<file path="config.mk">
export PLATFORM = sky130hd
export DESIGN_NAME = fpu_mult_seq
export DESIGN_NICKNAME = d
export VERILOG_FILES = /design/src/rtl/fpu_mult_seq.sv
export SDC_FILE = /design/constraint.sdc
export NUM_CORES = 1
export LEC_CHECK = 0
export ABC_AREA = 0
export BUFFER_PORTS_ARGS = -buffer_cell sky130_fd_sc_hd__buf_2
export CAP_MARGIN = 20
export CELL_PAD_IN_SITES_DETAIL_PLACEMENT = 0
export CELL_PAD_IN_SITES_GLOBAL_PLACEMENT = 2
export CORE_ASPECT_RATIO = 0.7
export CORE_MARGIN = 1.5
export CORE_UTILIZATION = 36
export DETAILED_ROUTE_END_ITERATION = 10
export GPL_TIMING_DRIVEN = 1
export PLACE_DENSITY_LB_ADDON = 0.1
export RECOVER_POWER = 25
export SYNTH_ARGS = -nofsm -noshare
export SYNTH_HDL_FRONTEND = slang
export SYNTH_SLANG_ARGS = --single-unit
</file>
<file path="constraint.sdc">
create_clock -name clk -period 4.75 [get_ports clk]
set_clock_uncertainty 0.05 [all_clocks]
set_input_delay 0.7125 -clock clk [delete_from_list [all_inputs] [get_ports clk]]
set_output_delay 0.7125 -clock clk [all_outputs]
set_load 0.01 [all_outputs]
</file>
<file path="src/rtl/fpu_mult_seq.sv">
// fpu_mult_seq: initiator side of the FPU mantissa multiplier interface.
// Latches one multiply request, then steps through the single (2-step) or
// double (4-step) function-code sequence. It collects one 32-bit result word
// per step LAT non-held cycles later, and then assembles the truncated 64-bit
// product with its sticky and overflow flags.
// Ports:
//   clk, reset_l          clock, async active-low reset
//   fpuhold               global freeze (no state change while high)
//   start, op_dbl         request strobe (IDLE only), 1 = double / 0 = single
//   opa, opb              53-bit mantissas
//   multout, movf         result word / overflow returned by the multiplier
//   ma1/ma0, mb1/mb0      latched operand halves driven to the multiplier
//   nx_multfunc_rom0/1    current / lookahead function code
//   romsel, nx_cyc0_rdy   sequence select, step-0 marker
//   busy, done            not-idle flag, one-cycle completion pulse
//   prod, sticky, ovf     assembled result, held until next accepted start
module fpu_mult_seq #(
  parameter int unsigned LAT = 2
) (
  input  logic        clk,
  input  logic        reset_l,
  input  logic        fpuhold,
  input  logic        start,
  input  logic        op_dbl,
  input  logic [52:0] opa,
  input  logic [52:0] opb,
  input  logic [31:0] multout,
  input  logic        movf,
  output logic [31:0] ma1,
  output logic [20:0] ma0,
  output logic [31:0] mb1,
  output logic [20:0] mb0,
  output logic [3:0]  nx_multfunc_rom0,
  output logic [3:0]  nx_multfunc_rom1,
  output logic [1:0]  romsel,
  output logic        nx_cyc0_rdy,
  output logic        busy,
  output logic        done,
  output logic [63:0] prod,
  output logic        sticky,
  output logic        ovf
);

  typedef enum logic [1:0] {StIdle, StIssue, StDrain, StDone} state_e;

  state_e                 state_q, state_d;
  logic [1:0]             step_q, step_d;
  logic                   dbl_q, dbl_d;
  logic [52:0]            opa_q, opa_d, opb_q, opb_d;
  // Capture pipeline: entry i holds the step issued i+1 non-held cycles ago.
  logic [LAT-1:0]         pv_q, pv_d;
  logic [LAT-1:0][1:0]    pidx_q, pidx_d;
  logic [127:0]           p_q, p_d;
  logic [63:0]            prod_q, prod_d;
  logic                   sticky_q, sticky_d, ovf_q, ovf_d;
  logic [3:0]             rom0_q, rom0_d, rom1_q, rom1_d;
  logic [1:0]             romsel_q, romsel_d;
  logic                   cyc0_q, cyc0_d, busy_q, busy_d, done_q, done_d;

  logic                   cap;
  logic [1:0]             cidx, last_q, last_d;

  function automatic logic [3:0] code_of(input logic dbl, input logic [1:0] k);
    return dbl ? (4'h3 + {2'b00, k}) : (4'h1 + {2'b00, k});
  endfunction

  assign cap    = pv_q[LAT-1];
  assign cidx   = pidx_q[LAT-1];
  assign last_q = dbl_q ? 2'd3 : 2'd1;
  assign last_d = dbl_d ? 2'd3 : 2'd1;

  always_comb begin
    state_d  = state_q;
    step_d   = step_q;
    dbl_d    = dbl_q;
    opa_d    = opa_q;
    opb_d    = opb_q;
    pv_d     = pv_q;
    pidx_d   = pidx_q;
    p_d      = p_q;
    prod_d   = prod_q;
    sticky_d = sticky_q;
    ovf_d    = ovf_q;

    if (!fpuhold) begin
      pv_d[0]   = (state_q == StIssue);
      pidx_d[0] = step_q;
      for (int unsigned i = 1; i < LAT; i++) begin
        pv_d[i]   = pv_q[i-1];
        pidx_d[i] = pidx_q[i-1];
      end

      if (cap) begin
        p_d[{cidx, 5'd0} +: 32] = multout;
        ovf_d                   = ovf_q | movf;
      end

      unique case (state_q)
        StIdle: begin
          if (start) begin
            dbl_d    = op_dbl;
            opa_d    = opa;
            opb_d    = opb;
            p_d      = '0;
            prod_d   = '0;
            sticky_d = 1'b0;
            ovf_d    = 1'b0;
            step_d   = 2'd0;
            state_d  = StIssue;
          end
        end
        StIssue: begin
          if (step_q == last_q) state_d = StDrain;
          else                  step_d  = step_q + 2'd1;
        end
        StDrain: begin
          if (cap && (cidx == last_q)) begin
            state_d = StDone;
            // Assembly sees the word captured on this same edge via p_d.
            if (dbl_q) begin
              prod_d   = p_d[105:42];
              sticky_d = |p_d[41:0];
            end else begin
              prod_d   = {p_d[47:0], 16'h0000};
              sticky_d = 1'b0;
            end
          end
        end
        StDone: begin
          state_d = StIdle;
          opa_d   = '0;
          opb_d   = '0;
        end
        default: state_d = StIdle;
      endcase
    end

    // Outputs are registered: decode them from the next state.
    busy_d   = (state_d != StIdle);
    done_d   = (state_d == StDone);
    romsel_d = (state_d == StIssue) ? (dbl_d ? 2'b10 : 2'b01) : 2'b00;
    rom0_d   = (state_d == StIssue) ? code_of(dbl_d, step_d) : 4'h0;
    rom1_d   = ((state_d == StIssue) && (step_d != last_d)) ?
               code_of(dbl_d, step_d + 2'd1) : 4'h0;
    cyc0_d   = (state_d == StIssue) && (step_d == 2'd0);
  end

  always_ff @(posedge clk or negedge reset_l) begin
    if (!reset_l) begin
      state_q  <= StIdle;
      step_q   <= '0;
      dbl_q    <= 1'b0;
      opa_q    <= '0;
      opb_q    <= '0;
      pv_q     <= '0;
      pidx_q   <= '0;
      p_q      <= '0;
      prod_q   <= '0;
      sticky_q <= 1'b0;
      ovf_q    <= 1'b0;
      rom0_q   <= '0;
      rom1_q   <= '0;
      romsel_q <= '0;
      cyc0_q   <= 1'b0;
      busy_q   <= 1'b0;
      done_q   <= 1'b0;
    end else begin
      state_q  <= state_d;
      step_q   <= step_d;
      dbl_q    <= dbl_d;
      opa_q    <= opa_d;
      opb_q    <= opb_d;
      pv_q     <= pv_d;
      pidx_q   <= pidx_d;
      p_q      <= p_d;
      prod_q   <= prod_d;
      sticky_q <= sticky_d;
      ovf_q    <= ovf_d;
      rom0_q   <= rom0_d;
      rom1_q   <= rom1_d;
      romsel_q <= romsel_d;
      cyc0_q   <= cyc0_d;
      busy_q   <= busy_d;
      done_q   <= done_d;
    end
  end

  assign ma1              = opa_q[52:21];
  assign ma0              = opa_q[20:0];
  assign mb1              = opb_q[52:21];
  assign mb0              = opb_q[20:0];
  assign nx_multfunc_rom0 = rom0_q;
  assign nx_multfunc_rom1 = rom1_q;
  assign romsel           = romsel_q;
  assign nx_cyc0_rdy      = cyc0_q;
  assign busy             = busy_q;
  assign done             = done_q;
  assign prod             = prod_q;
  assign sticky           = sticky_q;
  assign ovf              = ovf_q;

endmodule

</file>
=== After elaboration in Yosys (flattened, before gate mapping) ===
Index checks and enable logic that the tools add are counted.

* RAM bits: 0
* Memory bits (read-only): 0
* Register bits: 322
* Latch bits: 0
* Logic and storage cells: 90
* Input bits: 144
* Memories: 0
* Output and inout port bits: 185

* Divide/modulo/power cells: 0
* Order comparisons: 0
* $add $sub $neg: 7
* Shifts and indexed selects: 2
* Mux-type cells: 40
* Reductions and logical operators: 11
* Multiply operators: 0
* Bitwise operators: 2
* Eq/ne operators: 10

{| class="wikitable"
|+ Operators by type and width
! operator !! count
|-
| 2-to-1 mux 128 bit || 4
|-
| one-hot mux 53 bit (2 select lines) || 2
|-
| 2-to-1 mux 64 bit || 3
|-
| bitwise mux 128 bit || 1
|-
| one-hot mux 64 bit (2 select lines) || 1
|-
| variable shift 32 x 9 -> 128 bit (first input constant) || 1
|-
| indexed part select 32 x 9 -> 128 bit || 1
|-
| 2-to-1 mux 53 bit || 2
|-
| OR reduction 42 bit || 1
|-
| 2-to-1 mux 2 bit || 11
|-
| 2-to-1 mux 3 bit || 4
|-
| 2-to-1 mux 1 bit || 9
|-
| negation 7 -> 9 bit || 1
|-
| one-hot mux 2 bit (4 select lines) || 1
|-
| adder 1 x 2 -> 3 bit (first input constant) || 2
|-
| adder 2 x 2 -> 3 bit (first input constant) || 2
|-
| equality test 2 bit (second input constant) || 3
|-
| nonzero test 2 bit || 3
|-
| adder 2 x 1 -> 2 bit (second input constant) || 2
|-
| equality test 2 x 1 -> 1 bit (second input constant) || 2
|-
| equality test 2 bit || 2
|-
| logical NOT 2 bit || 2
|-
| != test 2 bit (second input constant) || 2
|-
| one-hot mux 2 bit (2 select lines) || 1
|-
| 7 further kinds || 9
|}

=== Depth between registers and ports, before layout ===
Gate-level depths: netlist (run 1).

* Depth after elaboration: 9
* Mapped depth: 10

=== Worst setup path after synthesis (run 1) ===
OpenSTA, ideal clock, no wires.

* Path type: input to register
* From: input port fpuhold
* To: register rom1_q[2] (netlist: nx_multfunc_rom1[2])
* Stages: 8
* Arrival time: 2.225 ns
* Slack: 2.374 ns
* Data required time: 4.599 ns
* Path through: buf_2 -> nor2_1 -> mux2i_1 -> inv_1 -> ha_1 -> inv_1 -> ha_1 -> nor4_1

* Longest elaborated chain between the ends: 5
* Elaborated cells on any way between the ends: 12
* Those cells by class: add/sub: 3; eq/ne: 2; mux: 6; reduce/logical: 1

{| class="wikitable"
|+ Ends and longest elaborated chain
! what !! line !! text
|-
| start: declaration || 22 || <nowiki>input logic fpuhold,</nowiki>
|-
| 2-to-1 mux 1 bit (*) || 85 || <nowiki>if (!fpuhold) begin</nowiki>
|-
| named net dbl_d || 48 || <nowiki>logic dbl_q, dbl_d;</nowiki>
|-
| 2-to-1 mux 2 bit || 70 || <nowiki>assign last_d = dbl_d ? 2'd3 : 2'd1;</nowiki>
|-
| != test 2 bit || 143 || <nowiki>rom1_d = ((state_d == StIssue) && (step_d != last_d)) ?</nowiki>
|-
| logical AND 1 bit || 143 ||
|-
| 2-to-1 mux 3 bit (*) || 143 ||
|-
| named net rom1_d[2] || 56 || <nowiki>logic [3:0] rom0_q, rom0_d, rom1_q, rom1_d;</nowiki>
|-
| end signal: assignment || 180 || <nowiki>rom1_q <= rom1_d;</nowiki>
|-
| end: declaration || 56 ||
|}

Mark *: on every way through the listed nets, which the timed path passes. The rest lies on a longest branch.
A chain may end at the register's enable or synchronous reset.

=== Final worst setup path (run 1) ===
* From: register pidx_q (netlist bit cidx[0])
* To: register prod_q[61] (netlist: prod[61])

* Longest elaborated chain between the ends: 8
* Elaborated cells on any way between the ends: 13
* Those cells by class: add/sub: 1; eq/ne: 2; shift: 2; mux: 6; reduce/logical: 2

{| class="wikitable"
|+ Ends and longest elaborated chain
! what !! line !! text
|-
| start: declaration || 52 || <nowiki>logic [LAT-1:0][1:0] pidx_q, pidx_d;</nowiki>
|-
| start signal: assignment || 174 || <nowiki>pidx_q <= pidx_d;</nowiki>
|-
| negation 7 -> 9 bit || 94 || <nowiki>p_d[{cidx, 5'd0} +: 32] = multout;</nowiki>
|-
| indexed part select 32 x 9 -> 128 bit or variable shift 32 x 9 -> 128 bit (tied branches) || 94 ||
|-
| bitwise mux 128 bit || 94 ||
|-
| 2-to-1 mux 128 bit || 93 || <nowiki>if (cap) begin</nowiki>
|-
| 2-to-1 mux 128 bit || 85 ||
|-
| 2-to-1 mux 64 bit || 120 || <nowiki>if (dbl_q) begin</nowiki>
|-
| 2-to-1 mux 64 bit || 117 || <nowiki>if (cap && (cidx == last_q)) begin</nowiki>
|-
| one-hot mux 64 bit (2 select lines) || 98 || <nowiki>unique case (state_q)</nowiki>
|-
| end signal: assignment || 176 || <nowiki>prod_q <= prod_d;</nowiki>
|-
| end: declaration || 54 || <nowiki>logic [63:0] prod_q, prod_d;</nowiki>
|}

Parallel ways exist; a longest one is shown, timed or not. The select of a mux whose other input is x is not followed.

==> flow_summary_export.csv, run 1 <==
group,metric,value,unit
finish,post-route-util,45.6,%
die,io_pins,329,
die,fp.coreArea,36200,um^2
synth,yosysTopAreaCellShare,56.4,%
clock_network,cts_made_buffers,34,
clock_network,cts_max_level,2,
finish,drive_gt1_share,25.6,%
run_status,outcome,"finished, violations left",
setup_path,slowest_delay,0.97,ns
global_route,grt_max_degree,128,
synth,yosys_warnings,0,
sta,fmax,333,MHz
routing,wl_met1,20300,um
routing,post-route-drc-count,0,
clock_network,cts_tree,"done",
clock_network,cts.sinks,300,
power,p_leak,8.22,nW
die,std_cell_rows,58,
routing,wl_per_cell,21.0,um
sta,final_max_slew_viol_count,25,
power,finalPower,9.47,mW
routing,drt-total-wl,44000,um
synth,avgSynthCellArea,10.2,um^2
place,io_buffer_count,326,
routing,postRouteAntennaNets,0,
setup_path,crit_buf_inv,1,
place,dp.final_hpwl,28400,um
synth,synth_common_cells,"353 x nand2_1, 300 x dfrtp_1, 111 x o21ai_0",
routing,routed-wl-met3,3120,um
die,start_util,36.8,%
die,die_h,164,um
place,postPlaceCellArea,15300,um^2
synth,synth_area_leader_cell,"dfrtp_1",
synth,seq_area_frac_synth,56.4,%
die,dieWidth,233,um
synth,synthArstFlopShare,100,%
synth,yosysMostFrequentCell,"nand2_1",
routing,dr.max_layer_used,"met5",
synth,ys_ff_latch,300,
routing,num_vias,11100,
synth,syn_inst,1300,
clock_network,cts_buffer_depth,3,
routing,via_per_inst,5.29,
power,max-vdd-ir-drop,0.293,mV
sta,fin_crit,3.00,ns
setup_path,critical_path.max_fanout,19,
setup_path,cp_top_family,"simple AND/OR/NAND/NOR gates",
run_status,violations,"capacitance limit, slew limit",
routing,route.met2.wl,19500,um
routing,drt-pass1-iter-count,5,
routing,drt_iter0_markers,960,
setup_path,cp-end-kind,"flop",
global_route,grt.overflow.total,0,
global_route,antenna_found_initial,6,
setup_path,crit_path_start_kind,"flop",
setup_path,crit_slowest_cell,"nor3b_4",
clock_network,path_clk_slew,0.06,ns
power,powerDensity,574,nW/um^2
place,place_congestion,0.771,
synth,synth_area,13300,um^2
synth,ys_top_cells_by_area,"dfrtp_1 56%, nand2_1 9.9%, nand3b_1 6.0%",
clock_network,post_cts.repair.setup_buffers,0,
clock_network,clk_latency,0.52,ns
worst_hold_path,min_path_type,"in2reg",
sta,fin_crit_sh,63.2,%
run,maxCapViolations,1,
setup_path,cp.required,5.15,ns
sta,maxSlewHeadroom,-4.71,%
finish,final_area,16500,um^2
global_route,grt_pass1_vias,10800,
sta,setup_viol,0,
synth,synthDistinctLibCells,57,
synth,synth_edf_count,0,
die,dieArea,38200,um^2
sta,tns,0,ns
sta,worst_slew_pin_slew,1.57,ns
clock_network,root_buffer,"clkbuf_16",
finish,synthToLayoutAreaGrowth,23.8,%
global_route,grt_pass1_wl,66400,um
setup_path,path_class,"reg2reg",
sta,hold_viol,0,
sta,rsz0062_at_grt,"false",
global_route,grt.total_usage,22.7,%
finish,finalNetCount,1739,
setup_path,cp_data_arrival_time,3.41,ns
synth,synth_flop_cell,"dfrtp_1",
setup_path,crit_path_cell_trace,"inv_2 -> ha_1 -> nor3b_4 -> a22oi_1 -> mux2i_1 -> a22o_1",
clock_network,cts_resized,0,
area by class of cell:
| type | count | area [um^2] |
|---|---|---|
| fillers | 3573 | 19700 |
| flip-flops and latches | 300 | 7510 |
| multi-input cells | 888 | 5360 |
| repair buffers | 346 | 1820 |
| clock buffers | 51 | 1050 |
| well taps | 480 | 601 |
| clock inverters | 10 | 104 |
| inverters | 13 | 48.8 |
| diodes | 3 | 7.51 |
report_power, final:
part	total [mW]	internal (mW)	switching [mW]	leakage [nW]
registers	3.50	3.16	0.337	4.00
clock network	2.73	1.64	1.09	0.575
logic	3.25	1.14	2.10	3.65
total	9.47	5.94	3.53	8.22
final timing paths:
check	startpoint	to	slack, ns	cells past startpoint
max	cidx[0]	prod[61]	1.75	6
min	opb[32]	opb_q[32]	0.37	3
max reg2reg	cidx[0]	prod[61]	1.75	6
min reg2reg	opa_q[50]	opa_q[50]	0.41	2
max in group asynchronous	reset_l	opa_q[50]	1.98	3
min in group asynchronous	reset_l	prod[14]	1.06	2
cell families after synthesis:
group                    after synthesis  share of synthesized area, %
flip-flops                           300                          56.4
XOR/XNOR                               2                         0.132
AO/OA/AOI/OAI                        299                          15.8
AND/OR/NAND/NOR                      528                          19.3
multiplexers                          45                          3.43
buffers and inverters                113                          3.78
adder cells (fa/ha/maj)               12                          1.18
other                                  1                        0.0282
routing by layer:
metal  GRT usage (%)  vias up
li1                -     5167
met1            33.5     5484
met2            33.0      334
met3            5.52       75
met4            5.98        6
met5               0        -
sequential cells by signal (all words and copies together) (netlist names):
signal            count
cidx                  2
pidx_q                2
opa_q                53
nx_multfunc_rom1      3
nx_multfunc_rom0      3
busy                  1
romsel                2
state_q               2
prod                 64
ovf                   1
nx_cyc0_rdy           1
done                  1
dbl_q                 1
step_q                2
pv_q                  2
opb_q                53
p_q                 106
sticky                1
per-stage QoR:
stage	cells	hold slack (ns)	setup slack (ns)
CTS	2086	0.347	1.50
detailed placement	2024	0.401	1.53
global placement	2024	0.395	1.59
floorplan	1301	0.367	2.37
global route	2090	0.355	1.49
finish	2091	0.370	1.75
repair_timing:
item	CTS	global route
setup endpoints to repair	0	0
hold buffers	1	0
endpoints found under the hold margin	23	0
cell usage in the layout (no fill, tap or decap), types with 22 or more instances in the layout:
cell,n
nand2_1,352
dfrtp_1,299
a22oi_1,88
clkbuf_1,22
clkbuf_16,37
o21ai_0,111
buf_2,311
nand3b_1,107
mux2i_1,40
a22o_1,50
worst register-to-register path: cells and delay by family, from the launching register on:
kind,cells,cell delay [ns]
AO/OA/AOI/OAI,2,0.57
buffers and inverters,1,0.11
adder cells (fa/ha/maj),1,0.45
multiplexers,1,0.24
flip-flops,1,0.56
AND/OR/NAND/NOR,1,0.97
Power figures use the tool's default switching activity.
==> inputs of run 2 (changes only) <==
--- a/config.mk
+++ b/config.mk
@@ -12,7 +12,7 @@
 export CELL_PAD_IN_SITES_GLOBAL_PLACEMENT = 2
 export CORE_ASPECT_RATIO = 0.7
 export CORE_MARGIN = 1.5
-export CORE_UTILIZATION = 36
+export CORE_UTILIZATION = 30
 export DETAILED_ROUTE_END_ITERATION = 10
 export GPL_TIMING_DRIVEN = 1
 export PLACE_DENSITY_LB_ADDON = 0.1
==> constraint.sdc (replaced) <==
create_clock -name clk -period 2.4 [get_ports clk]
set_clock_uncertainty 0.05 [all_clocks]
set_input_delay 0.36 -clock clk [delete_from_list [all_inputs] [get_ports clk]]
set_output_delay 0.36 -clock clk [all_outputs]
set_load 0.01 [all_outputs]
==> run 2 against run 1 <==
Compared with the run above: the run now ends clean; sequential power rose by 98%; count of clock-buffer cells in the layout rose by 3; largest power group is now combinational logic; flip-flop and latch count stayed put; power up 110%; cell count increased by 10%; first-iteration DRC count is 16% lower; routed wire length is 9.5% higher; critical path type unchanged.
==> flow_summary_export.csv, run 2 (synthesized netlist as in run 1, its figures left out) <==
group,metric,value,unit
setup_path,r2r_end,"nx_multfunc_rom1[2]",
routing,drt-pass1-iter-count,5,
clock_network,path_clk_slew,0.06,ns
global_route,grt_max_degree,73,
clock_network,cts_buffer_depth,3,
die,die_h,179,um
setup_path,cp-end-kind,"flop",
setup_path,critical_path.max_fanout,6,
sta,fin_crit_sh,95.5,%
setup_path,crit_path_start_kind,"flop",
sta,hold-worst-slack,0.0242,ns
finish,synthToLayoutAreaGrowth,33.5,%
finish,largest_reg_flops,106,
worst_hold_path,min_from,"opb[42]",
routing,drt-total-wl,48200,um
clock_network,cts.sinks,300,
routing,via_per_inst,4.93,
die,std_cell_rows,64,
die,io_pins,329,
worst_hold_path,hold_depth,3,
sta,maxSlewHeadroom,5.21,%
sta,final_max_slew_viol_count,0,
power,p_leak,8.78,nW
run,maxCapViolations,0,
routing,postRouteAntennaNets,0,
finish,top_register,"p_q",
clock_network,cts_made_buffers,35,
global_route,grt_pass1_wl,71500,um
sta,hold_viol,0,
sta,fmax,436,MHz
global_route,grt.total_usage,20.6,%
routing,wl_per_cell,20.9,um
worst_hold_path,min_path_type,"in2reg",
die,fp.coreArea,43700,um^2
sta,setup_viol,0,
place,io_buffer_count,326,
setup_path,r2r_slack,0.11,ns
routing,post-route-drc-count,0,
clock_network,clk_latency,0.54,ns
clock_network,root_buffer,"clkbuf_16",
place,place_congestion,0.765,
die,dieWidth,255,um
setup_path,path_class,"reg2reg",
routing,num_vias,11400,
global_route,grt.overflow.total,0,
clock_network,cts_max_level,2,
routing,drt_iter0_markers,804,
run_status,outcome,"completed",
finish,nFillCells,4428,
sta,fin_crit,2.29,ns
finish,layout.cells.most_common,"nand2_1",
setup_path,cp.required,2.77,ns
place,dp.final_hpwl,33000,um
die,start_util,30.5,%
finish,drive_gt1_share,28.2,%
power,finalPower,19.6,mW
sta,worst_slew_pin_slew,1.42,ns
global_route,grt_pass1_vias,11200,
global_route,antenna_found_initial,3,
setup_path,rr_startpoint,"state_q[1]",
power,max-vdd-ir-drop,0.705,mV
finish,finalNetCount,1844,
setup_path,r2r_cells,10,
die,dieArea,45700,um^2
finish,layout_common_cells,"352 x nand2_1, 324 x buf_2, 299 x dfrtp_1",
worst_hold_path,holdPathEnd,"opb_q[42]",
setup_path,cp_data_arrival_time,2.66,ns
clock_network,cts_tree,"done",
power,powerDensity,1100,nW/um^2
[run 2: cell types whose count changed in the layout (fill, tap and decap cells not counted), moves of 3 or more]
| cell | previous run | this run |
|---|---|---|
| buf_12 | 4 | 18 |
| buf_4 | 15 | 47 |
| nor4_2 | 0 | 3 |
| clkinv_2 | 7 | 2 |
| nor4_1 | 20 | 17 |
| clkbuf_2 | 0 | 3 |
| dlygate4sd3_1 | 1 | 56 |
| clkbuf_1 | 22 | 11 |
| buf_2 | 311 | 324 |
[run 2: metal layers]
metal | GRT usage (%) | wire length (um) | share of wire, % | up-vias
met5 | 0 | 0 | 0 | -
met4 | 4.09 | 621 | 1.3 | 0
met3 | 4.24 | 2690 | 5.6 | 47
met2 | 30.4 | 21800 | 45 | 273
met1 | 30.9 | 23100 | 48 | 5683
li1 | - | - | - | 5370
[run 2: worst max path at each step]
stage / from / end / slack, ns / cells past startpoint
finish: state_q[1] / nx_multfunc_rom1[2] / 0.11 / 10
global route: state_q[0] / nx_multfunc_rom1[0] / -0.05 / 10
CTS: cidx[0] / prod[55] / 0.01 / 7
detailed placement: state_q[0] / nx_multfunc_rom1[2] / -0.02 / 10
global placement: state_q[0] / nx_multfunc_rom1[2] / 0.03 / 10
floorplan: state_q[0] / nx_multfunc_rom1[2] / 0.04 / 10
[run 2: cell type report]
| cell class | instances | area (um^2) | share of cell area (%) |
|---|---|---|---|
| flip-flops and latches | 300 | 7510 | 42.2 |
| multi-input cells | 888 | 5410 | 30.4 |
| repair buffers | 450 | 2920 | 16.4 |
| clock buffers | 54 | 1050 | 5.90 |
| well taps | 594 | 743 | 4.18 |
| clock inverters | 7 | 103 | 0.577 |
| inverters | 13 | 48.8 | 0.274 |
| diodes | 1 | 2.50 | 0.0141 |
[run 2: what timing repair did]
action                     in CTS  in global routing
hold buffers                   56                  0
hold endpoints to repair      101                  0
setup buffers                   0                  2
pin swaps                       0                  1
gates resized for setup         2                 11
setup endpoints to repair       2                  7
[run 2: power by group]
group	switching (mW)	internal, mW
Sequential	0.661	6.26
Combinational	4.46	2.82
Clock	2.20	3.23
Total	7.33	12.3
[run 2: critical path: stages, from the launching register on]
cell	delay, ns
dfrtp_1	0.35
inv_2	0.06
ha_4	0.17
nor2b_2	0.19
nor3_2	0.18
a2bb2oi_2	0.18
inv_1	0.09
ha_1	0.32
inv_1	0.05
ha_1	0.23
nor4_1	0.30
[run 2: per-stage QoR]
step,cells,TNS (ns),utilization [%],setup WS [ns],area [um^2]
after floorplan,1301,0,-,0.0363,13300
after global placement,2187,0,36.7,0.0333,16000
after detailed placement,2187,-0.0154,36.7,-0.0154,16000
after CTS,2304,0,40.6,0.0136,17700
after global routing,2307,-0.108,40.7,-0.0502,17800
final,2307,0,40.7,0.108,17800
